File: src/rtl/ctrl_pkg.sv
// Shared definitions for the packet filter buffer: ingress state encoding and default sizes.
package ctrl_pkg;

  localparam int DATA_W_DEF = 32;
  localparam int DEPTH_DEF  = 16;
  localparam int CNT_W_DEF  = 16;

  typedef enum logic [1:0] {
    IDLE    = 2'd0,
    ACCUM   = 2'd1,
    DISCARD = 2'd2
  } ing_state_t;

endpackage

File: src/rtl/pkt_buf_mem.sv
// Packet word storage: one synchronous write port, one asynchronous read port, no reset.
module pkt_buf_mem #(
  parameter int W     = 34,
  parameter int DEPTH = 16,
  parameter int AW    = $clog2(DEPTH)
) (
  input  logic          clk,
  input  logic          we,
  input  logic [AW-1:0] waddr,
  input  logic [W-1:0]  wdata,
  input  logic [AW-1:0] raddr,
  output logic [W-1:0]  rdata
);

  logic [W-1:0] mem [DEPTH];

  always_ff @(posedge clk) begin
    if (we) mem[waddr] <= wdata;
  end

  assign rdata = mem[raddr];

endmodule

File: src/rtl/pkt_filter_buf.sv
// Store-and-forward packet buffer that drops errored or overflowing packets and counts outcomes.
//   state   | meaning
//   IDLE    | between packets, waiting for a sop word
//   ACCUM   | packet in progress, words written but not yet committed
//   DISCARD | dropping the rest of an overflowed packet until its eop
module pkt_filter_buf
  import ctrl_pkg::*;
#(
  parameter int DATA_W = DATA_W_DEF,
  parameter int DEPTH  = DEPTH_DEF,
  parameter int CNT_W  = CNT_W_DEF
) (
  input  logic              clk,
  input  logic              reset_L,
  input  logic              val,
  input  logic              sop,
  input  logic              eop,
  input  logic [DATA_W-1:0] data,
  input  logic              error,
  input  logic              enable,
  output logic              out_val,
  output logic              out_sop,
  output logic              out_eop,
  output logic [DATA_W-1:0] out_data,
  input  logic              out_rdy,
  output logic [CNT_W-1:0]  pkt_cnt,
  output logic [CNT_W-1:0]  drop_cnt
);

  localparam int AW = $clog2(DEPTH);
  localparam int PW = AW + 1;

  ing_state_t    state, state_n;
  logic [PW-1:0] wr_ptr, wr_ptr_n, commit_ptr, commit_ptr_n, rd_ptr, fill;
  logic          accept, full, xfer, we, pkt_inc, drop_inc;
  logic [DATA_W+1:0] rd_word;

  assign accept  = val & enable;
  assign fill    = wr_ptr - rd_ptr;
  assign full    = (fill == PW'(DEPTH));
  assign out_val = (rd_ptr != commit_ptr);
  assign xfer    = out_val & out_rdy;

  always_comb begin
    state_n      = state;
    wr_ptr_n     = wr_ptr;
    commit_ptr_n = commit_ptr;
    we           = 1'b0;
    pkt_inc      = 1'b0;
    drop_inc     = 1'b0;
    if (accept) begin
      if (error) begin
        wr_ptr_n = commit_ptr;
        state_n  = IDLE;
        drop_inc = (state == ACCUM);
      end else if (full && (state != DISCARD)) begin
        // any accepted word arriving while full aborts the partial packet
        wr_ptr_n = commit_ptr;
        drop_inc = 1'b1;
        state_n  = eop ? IDLE : DISCARD;
      end else begin
        case (state)
          IDLE: begin
            if (sop) begin
              we       = 1'b1;
              wr_ptr_n = wr_ptr + PW'(1);
              if (eop) begin
                commit_ptr_n = wr_ptr + PW'(1);
                pkt_inc      = 1'b1;
              end else begin
                state_n = ACCUM;
              end
            end
          end
          ACCUM: begin
            we       = 1'b1;
            wr_ptr_n = wr_ptr + PW'(1);
            if (eop) begin
              commit_ptr_n = wr_ptr + PW'(1);
              pkt_inc      = 1'b1;
              state_n      = IDLE;
            end
          end
          DISCARD: if (eop) state_n = IDLE;
          default: state_n = IDLE;
        endcase
      end
    end
  end

  always_ff @(posedge clk or negedge reset_L) begin
    if (!reset_L) begin
      state      <= IDLE;
      wr_ptr     <= '0;
      commit_ptr <= '0;
      rd_ptr     <= '0;
      pkt_cnt    <= '0;
      drop_cnt   <= '0;
    end else begin
      state      <= state_n;
      wr_ptr     <= wr_ptr_n;
      commit_ptr <= commit_ptr_n;
      if (xfer) rd_ptr <= rd_ptr + PW'(1);
      if (pkt_inc && (pkt_cnt != '1)) pkt_cnt <= pkt_cnt + CNT_W'(1);
      if (drop_inc && (drop_cnt != '1)) drop_cnt <= drop_cnt + CNT_W'(1);
    end
  end

  pkt_buf_mem #(
    .W     (DATA_W + 2),
    .DEPTH (DEPTH),
    .AW    (AW)
  ) u_mem (
    .clk   (clk),
    .we    (we),
    .waddr (wr_ptr[AW-1:0]),
    .wdata ({sop, eop, data}),
    .raddr (rd_ptr[AW-1:0]),
    .rdata (rd_word)
  );

  assign {out_sop, out_eop, out_data} = rd_word;

endmodule
File: config.mk
export PLATFORM = sky130hd
export DESIGN_NAME = pkt_filter_buf
export DESIGN_NICKNAME = d
export VERILOG_FILES = /design/src/rtl/ctrl_pkg.sv /design/src/rtl/pkt_buf_mem.sv /design/src/rtl/pkt_filter_buf.sv
export SDC_FILE = /design/constraint.sdc
export NUM_CORES = 1
export LEC_CHECK = 0
export ABC_AREA = 1
export ABC_CLOCK_PERIOD_IN_PS = 3400
export CAP_MARGIN = 20
export CORE_ASPECT_RATIO = 0.75
export CORE_MARGIN = 2
export CORE_UTILIZATION = 33
export DETAILED_ROUTE_END_ITERATION = 12
export PLACE_DENSITY = 0.62
export SLEW_MARGIN = 20
export SYNTH_ARGS = -nofsm -noshare
export SYNTH_HDL_FRONTEND = slang
export SYNTH_HIERARCHICAL = 1
export SYNTH_SLANG_ARGS = --single-unit
File: constraint.sdc
create_clock -name clk -period 3.4 [get_ports clk]
set_input_delay 0.34 -clock clk [delete_from_list [all_inputs] [get_ports clk]]
set_output_delay 0.34 -clock clk [all_outputs]
set_load 0.02 [all_outputs]
After elaboration in Yosys (flattened, before gate mapping)
Memories as Yosys holds them, arrays and structs flattened. Cells that the tools add are included.

Register bits: 49. Memory bits (writable): 544. Bits of input ports: 40. Output and inout port bits: 67. Word-level logic and storage cells: 67. Memories kept: 1.

Memory list: u_mem.mem (words 16, width 34, rd ports 1, clocked after Yosys merged registers in 0, write ports 1, line pkt_buf_mem.sv:15) `logic [W-1:0] mem [DEPTH];`.

Add/sub/neg operators: 5. Equal/unequal tests: 11. Muxes and demuxes: 30. Bitwise logic cells: 4. Reductions and logical operators: 10.

Operator list (count): $add 16x1->16 const B (2); $ne 16x16->1 const B (2); $mux 5 (5); $pmux 5 s2 (2); $mux 1 (14); $mux 2 (6); $add 5x1->5 const B (2); $ne 4x4->1 const B (2); $eq 5x5->1 const B (1); $ne 5x5->1 (1); $reduce_and 5->1 (1); $sub 5x5->5 (1); $ne 2x2->1 const B (2); $ne 4x1->1 const B (1); $pmux 1 s2 (2); $pmux 2 s2 (1); $reduce_and 4->1 (1); $reduce_bool 4->1 (1); $logic_and 1x1->1 (3); $reduce_and 3->1 (1); $and 1x1->1 (2); $eq 2x1->1 const B (1); $eq 2x2->1 const B (1); $logic_not 2->1 (1); 3 further kinds (4).

Depth between registers and ports, before layout
Gate-level depths: netlist of the first run.

Word-level depth: 8. Mapped depth: 14.

Modules after synthesis
The synthesis of the first run kept the hierarchy.

By module, submodules not included: pkt_buf_mem (times used 1, cells each 2216, area each 23259.8 um2); pkt_filter_buf (times used 1, cells each 426, area each 3161.8 um2).

Least setup slack after synthesis of the first run
No wires, ideal clock.

Kind: register to register. Start: reg wr_ptr[3]. End: mem u_mem.mem[12][0] (enable). Arrival: 3.221 ns. Data required time: 2.975 ns. Path slack: -0.246 ns. Stages on the path, launching flop included: 11. Buffers on the path: 0. Period minus slack after synthesis: 3.646 ns. Cells stage by stage: dfrtp_1 ha_1 inv_1 nand2_1 nand3_1 nand2_2 nand4_2 nand2_1 nor3_1 nand3_1 nor2_1.

Cells in the longest elaborated chain, start to end: 8.

Ends and longest elaborated chain: start, declared (line pkt_filter_buf.sv:34) `logic [PW-1:0] wr_ptr, wr_ptr_n, commit_ptr, commit_ptr_n, rd_ptr, fill;`; start signal, assigned (line pkt_filter_buf.sv:101) `wr_ptr <= wr_ptr_n;`; $sub 5x5->5 (line pkt_filter_buf.sv:39) `assign fill = wr_ptr - rd_ptr;`; $eq 5x5->1 (line pkt_filter_buf.sv:40) `assign full = (fill == PW'(DEPTH));`; $logic_and 1x1->1 (line pkt_filter_buf.sv:56) `end else if (full && (state != DISCARD)) begin`; $mux 1 (line pkt_filter_buf.sv:56); $mux 1 (line pkt_filter_buf.sv:52) `if (error) begin`; $mux 1 (line pkt_filter_buf.sv:51) `if (accept) begin`; via we (line pkt_filter_buf.sv:35) `logic accept, full, xfer, we, pkt_inc, drop_inc;`; $mux 1 (line pkt_buf_mem.sv:18) `if (we) mem[waddr] <= wdata;`; $mux 1 (not written as such) (line pkt_buf_mem.sv:18); end, declared (line pkt_buf_mem.sv:15).

The timed path passes the listed nets, and every way through them passes these cells.

Worst setup path in the final report of the first run
Start: reg rd_ptr[0]. End: out out_data[22].

Cells in the longest elaborated chain, start to end: 1.

Ends and longest elaborated chain: start, declared (line pkt_filter_buf.sv:34); start signal, assigned (line pkt_filter_buf.sv:103) `if (xfer) rd_ptr <= rd_ptr + PW'(1);`; $mem_v2 16x34; end, declared (line pkt_filter_buf.sv:24) `output logic [DATA_W-1:0] out_data,`.

Every way passes these cells.

==> out/qor.csv, run 1 <==
metric,value,unit
status,"finished, final reports clean",
row cnt,89,
fillers,7582,
Remaining DRCs,0,
initial antenna violation count,1,
GRT Total Usage,15.99,%
met1 Track Usage GR,23.34,%
Clock transition at path regs,0.06,ns
max_cap viols,0,
setup violators final,0,
Slew Limit Fails,0,
clk sinks,593,
Final #Nets,2805,
setup repair after global routing missed its margin,true,
post-synthesis sequential area ratio,66.47,%
root buffer cell,clkbuf_16,
total wire length,66760,microns
"most common cell after layout, fill and taps aside",nand2_1,
GPL Wtd Cong,0.7893,
vias in the first global route,16780,
Chip Height,249.1,microns
Worst-Skew Late Latency,0.66,ns
Die Wd,330.7,microns
via count,18010,
final hold violation count,0,
CP Class,reg -> out,
power density cells,748.6,nW/um^2
hold crit path type,in -> async,
largest net degree at the start of global routing,114,
routed length per placed instance,17.36,microns
DP HPWL,37120,microns
ant diodes,0,
CP Capture Type,primary output,
Leakage,13.11,nW
final core occ,39.27,%
crit start category,flip-flop,
Ports,107,
Starting Density,33.47,%
VDD IR max,0.0005954,V
synthesized area,26420,sq um
DR iter-0 viols,1557,
GRT met2 Usage,24.93,%
total grt overflow,0,
drt first pass iters,7,
count of cell types in the netlist,29,
Core ar.,78950,sq um
Die Area,82370,sq um
required time of the critical path,3.06,ns
number of buffers created by CTS,59,
Avg Inst Size Synth,10.00,sq um
via/cell ratio,4.681,
syn_nets,2693,
dpl cells,3735,
min Tclk post-route,3.306,ns
Area Overhead vs Synth,17.35,%
H-tree depth,2,
Max Fanout on Critical Path,39,
"area leader, netlist",edfxtp_1,
Fmax,302.5,MHz
GRT Max-Usage Layer,met2,
DRT antenna net count,0,
Synth Register Bits,593,
yosys warns,6,
Final period util,97.24,%
"commonest non-fill, non-tap cells in the layout","nand2_1, edfxtp_1, inv_1",
clk_skew,0.07670,ns
clk buf depth,3,
share of layout cells above drive strength 1,6.714,%
top-area cell type share of the netlist area,61.83,%
IO Port Bufs,106,
first-pass GRT wire length,101700,microns
max_slew headroom,39.72,%
Final Non-Filler Cells,3846,
post-synthesis cell count,2642,
CTS tree,done,
met3 Resource Use GR,2.540,%
"Arr. time, crit path",2.97,ns
Setup TNS Final,0,ns
Area contributors post-synth,"edfxtp_1, nand2_1, nand3_1",
worst slew pin tran,0.9042,ns
-- worst paths after layout --
| kind | cells past startpoint | endpoint | from | slack (ns) |
|---|---|---|---|---|
| min in group clk | 3 | rd_ptr[3] | out_rdy | 0.42 |
| worst max register to register | 12 | u_mem/mem[4][20] | wr_ptr[3] | 0.22 |
| worst min register to register | 2 | state[0] | state[0] | 0.50 |
| worst max-delay path | 10 | out_data[22] | rd_ptr[0] | 0.09 |
| max in group asynchronous | 3 | pkt_cnt[3] | reset_L | 2.33 |
| worst min-delay path | 2 | drop_cnt[11] | reset_L | 0.35 |
-- state kept, by name (all words and copies together), names as in the netlist --
register    flops
state           2
commit_ptr      5
rd_ptr          5
drop_cnt       16
pkt_cnt        16
u_mem/mem     544
wr_ptr          5
-- Yosys cell counts --
| cell type | count |
|---|---|
| nor2_1 | 50 |
| buf_1 | 15 |
| clkbuf_1 | 20 |
| nor3_1 | 7 |
| nand2_2 | 11 |
| a21oi_1 | 3 |
| nor2_2 | 2 |
| ha_1 | 11 |
| nand3_2 | 1 |
| nor3_4 | 1 |
| xnor2_1 | 14 |
| o211ai_1 | 1 |
| inv_2 | 6 |
| o21ai_0 | 11 |
| nand3_1 | 442 |
| clkinv_1 | 1 |
| nand3b_1 | 2 |
| dfrtp_1 | 49 |
| buf_2 | 67 |
| inv_1 | 455 |
| nand4_1 | 21 |
| buf_4 | 12 |
| xor2_1 | 24 |
| buf_6 | 4 |
| o21a_1 | 1 |
| buf_12 | 1 |
| edfxtp_1 | 544 |
| nand4_2 | 1 |
| nand2_1 | 865 |
-- what timing repair did --
item                       CTS  global route
pin swaps                    0             1
hold endpoints to repair    37             0
gates cloned                 0             0
setup endpoints to repair    4            71
setup buffers                0             3
gates resized for setup      1            18
hold buffers                 1             0
-- kinds of logic after synthesis --
kind of cell	share of synthesized area (%)
AO/OA/AOI/OAI	0.3220
buffers and inverters	8.917
adder cells (fa/ha/maj)	0.5209
XOR/XNOR	1.260
flip-flops	66.47
AND/OR/NAND/NOR	22.51
-- metal layers --
layer	up-vias	part of all wire [%]
met5	-	0
li1	8746	-
met1	8630	46
met4	0	1.8
met2	548	45
met3	81	6.4
-- power breakdown --
| part | internal [mW] | switching, mW |
|---|---|---|
| Sequential | 8.16 | 0.193 |
| Combinational | 2.80 | 5.64 |
| Clock | 3.57 | 2.84 |
| Total | 14.5 | 8.68 |
-- final cells by class --
type                       count  area, sq um  share of cell area [%]
clock buffer                  73         1529                   4.931
timing repair buffer         170         1871                   6.033
sequential                   593        17570                   56.68
multi-input combinational   1468         6629                   21.38
inverter                     462         1755                   5.662
clock inverter                34        339.1                   1.094
tap                         1046         1309                   4.221
-- worst max-delay path, cell delays in order, from the launching register on --
cell and delay [ns]:
dfrtp_4 0.58, inv_16 0.19, buf_16 0.24, buf_4 0.18
nand2_1 0.05, nand2_1 0.05, nand2_1 0.05, nand3_1 0.11
nand3_1 0.08, nand2_1 0.13, clkdlybuf4s50_1 0.61
-- per-stage QoR --
stage | power, mW | worst slack (ns) | area, sq um | hold WS, ns
floorplan | 13.77 | -0.2464 | 26430 | 0.04441
global placement | 16.93 | 0.2064 | 29030 | 0.4892
detailed placement | 16.98 | 0.1635 | 29030 | 0.4914
CTS | 23.42 | 0.001382 | 30920 | 0.3659
global route | 24.49 | -0.06698 | 31010 | 0.4124
finish | 23.21 | 0.09378 | 31010 | 0.3480
(Power assumes the default switching activity.)
==> run 2, diff against run 1 <==
--- a/config.mk
+++ b/config.mk
@@ -5,14 +5,13 @@
 export SDC_FILE = /design/constraint.sdc
 export NUM_CORES = 1
 export LEC_CHECK = 0
-export ABC_AREA = 1
 export ABC_CLOCK_PERIOD_IN_PS = 3400
 export CAP_MARGIN = 20
 export CORE_ASPECT_RATIO = 0.75
 export CORE_MARGIN = 2
 export CORE_UTILIZATION = 33
 export DETAILED_ROUTE_END_ITERATION = 12
-export PLACE_DENSITY = 0.62
+export PLACE_DENSITY = 0.63
 export SLEW_MARGIN = 20
 export SYNTH_ARGS = -nofsm -noshare
 export SYNTH_HDL_FRONTEND = slang
==> run 2 against run 1 <==
Against the previous run: synthesized area fell by 13%; sequential cell count did not move; synthesized cell count fell by 57%; critical endpoint is now out_data[24]; power fell by 8.0%; largest cell class unchanged; register-to-register slack improved by 0.02 ns.
==> out/qor.csv, run 2 <==
metric,value,unit
status,"finished, final reports clean",
count of cell types in the netlist,48,
Final period util,97.37,%
Synth Register Bits,593,
Worst-Skew Late Latency,0.61,ns
worst slew pin tran,0.9220,ns
first-pass GRT wire length,76480,microns
DR iter-0 viols,927,
Final #Nets,1356,
Clock transition at path regs,0.06,ns
"Arr. time, crit path",2.97,ns
row cnt,83,
root buffer cell,clkbuf_16,
DRT antenna net count,0,
VDD IR max,0.0004327,V
Reg-to-Reg Start,rd_ptr[0],
"Most flops, register",u_mem/mem,
Slew Limit Fails,0,
CP Capture Type,primary output,
GPL Wtd Cong,0.7604,
max_slew headroom,38.53,%
Avg Inst Size Synth,20.46,sq um
final hold violation count,0,
routed length per placed instance,22.70,microns
crit start category,flip-flop,
setup repair after global routing missed its margin,false,
DP HPWL,29780,microns
most common cell in the netlist,edfxtp_1,
commonest register cell after synthesis,edfxtp_1,
H-tree depth,2,
yosys warns,6,
setup violators final,0,
crit path from,rd_ptr[1],
total grt overflow,0,
Chip Height,233.0,microns
drt first pass iters,7,
via/cell ratio,5.093,
Synth top cells by count,"edfxtp_1, mux4_2, a22oi_1",
CTS tree,done,
Fmax,302.1,MHz
post-synthesis cell count,1128,
max_cap viols,0,
"area leader, netlist",edfxtp_1,
Remaining DRCs,0,
Setup TNS Final,0,ns
Max Fanout on Critical Path,23,
IO Port Bufs,106,
"most common cell after layout, fill and taps aside",edfxtp_1,
largest net degree at the start of global routing,68,
"commonest non-fill, non-tap cells in the layout","edfxtp_1, mux4_2, clkdlybuf4s50_1",
CP Class,reg -> out,
Area Overhead vs Synth,20.94,%
max reg flops,544,
number of buffers created by CTS,55,
Core ar.,68850,sq um
Starting Density,33.53,%
power density cells,764.8,nW/um^2
clk sinks,593,
asr flop ratio synth,8.263,%
Die Area,72100,sq um
vias in the first global route,11770,
total wire length,51720,microns
Top Registers,"u_mem/mem: 544 flops, drop_cnt: 16 flops, pkt_cnt: 16 flops",
Area contributors post-synth,"edfxtp_1, mux4_2, dfrtp_1",
Ports,107,
top-area cell type share of the netlist area,70.77,%
syn_nets,1179,
Leakage,9.060,nW
share of layout cells above drive strength 1,23.74,%
clk buf depth,3,
ant diodes,0,
Die Wd,309.4,microns
via count,11610,
post-synthesis sequential area ratio,76.08,%
initial antenna violation count,1,
min Tclk post-route,3.310,ns
GRT Total Usage,14.33,%
final hold slack,0.4254,ns
fillers,6083,
clk_skew,0.01908,ns
required time of the critical path,3.06,ns
synthesized area,23080,sq um
Post-synth EDFFs,544,
hold crit path type,in -> async,
run 2: logic make-up after synthesis:
kind of cell             Yosys count  share of synthesized area, %
XOR/XNOR                          42                         1.594
adder cells (fa/ha/maj)           11                        0.5962
multiplexers                     143                         13.61
AND/OR/NAND/NOR                  169                         3.518
flip-flops                       593                         76.08
buffers and inverters             66                         1.355
AO/OA/AOI/OAI                    104                         3.247
run 2: final timing paths:
path                                      to  slack, ns  depth (start not counted)
worst min register to register   drop_cnt[9]       0.49                          1
worst min-delay path             drop_cnt[7]       0.43                          2
max in group asynchronous          rd_ptr[0]       2.28                          2
worst max register to register   drop_cnt[1]       0.24                         10
worst max-delay path            out_data[24]       0.09                          5
min in group clk                 drop_cnt[9]       0.49                          1
run 2: worst max-delay path: stages, from the launching register on:
cell             delay, ns
dfrtp_4               0.58
buf_4                 0.38
mux4_2                0.39
a22oi_1               0.25
nand2_1               0.19
clkdlybuf4s50_1       0.58
run 2: metrics by stage:
stage	cell area, sq um	utilization (%)	std cells	worst slack [ns]	power, mW
floorplan	23210	-	1128	-0.1122	12.71
detailed placement	25920	37.65	2174	0.3406	15.20
CTS	27850	40.45	2278	0.006792	21.63
global route	27920	40.55	2279	0.001261	22.34
global placement	25920	37.65	2174	0.3371	15.14
finish	27920	40.55	2279	0.08954	21.35
run 2: layer usage:
layer	vias up	routed length, microns	global-route usage (%)	part of all wire (%)
met1	6230	23260	20.57	45
li1	5000	-	-	-
met4	0	952	3.246	1.8
met3	70	2981	2.732	5.8
met2	307	24530	22.64	47
met5	-	0	0	0
run 2: report_power, final:
part | internal, mW | switching [mW] | total [mW]
sequential | 8.17 | 0.246 | 8.42
clock | 3.51 | 2.64 | 6.15
combinational | 3.22 | 3.56 | 6.78
total | 14.9 | 6.44 | 21.4
run 2: layout make-up:
cell class	count	area, sq um	area share (%)
timing repair buffer	172	1941	6.951
multi-input combinational	469	5400	19.34
clock buffer	65	1456	5.217
tap	935	1170	4.191
clock inverter	31	324.1	1.161
inverter	14	52.55	0.1882
sequential	593	17570	62.95
run 2: timing repair:
action                     4_1_cts  5_1_grt
setup buffers                    5        0
hold endpoints to repair        38        0
hold buffers                     1        0
gates resized for setup          4       13
gates cloned                     2        1
setup endpoints to repair       27       15
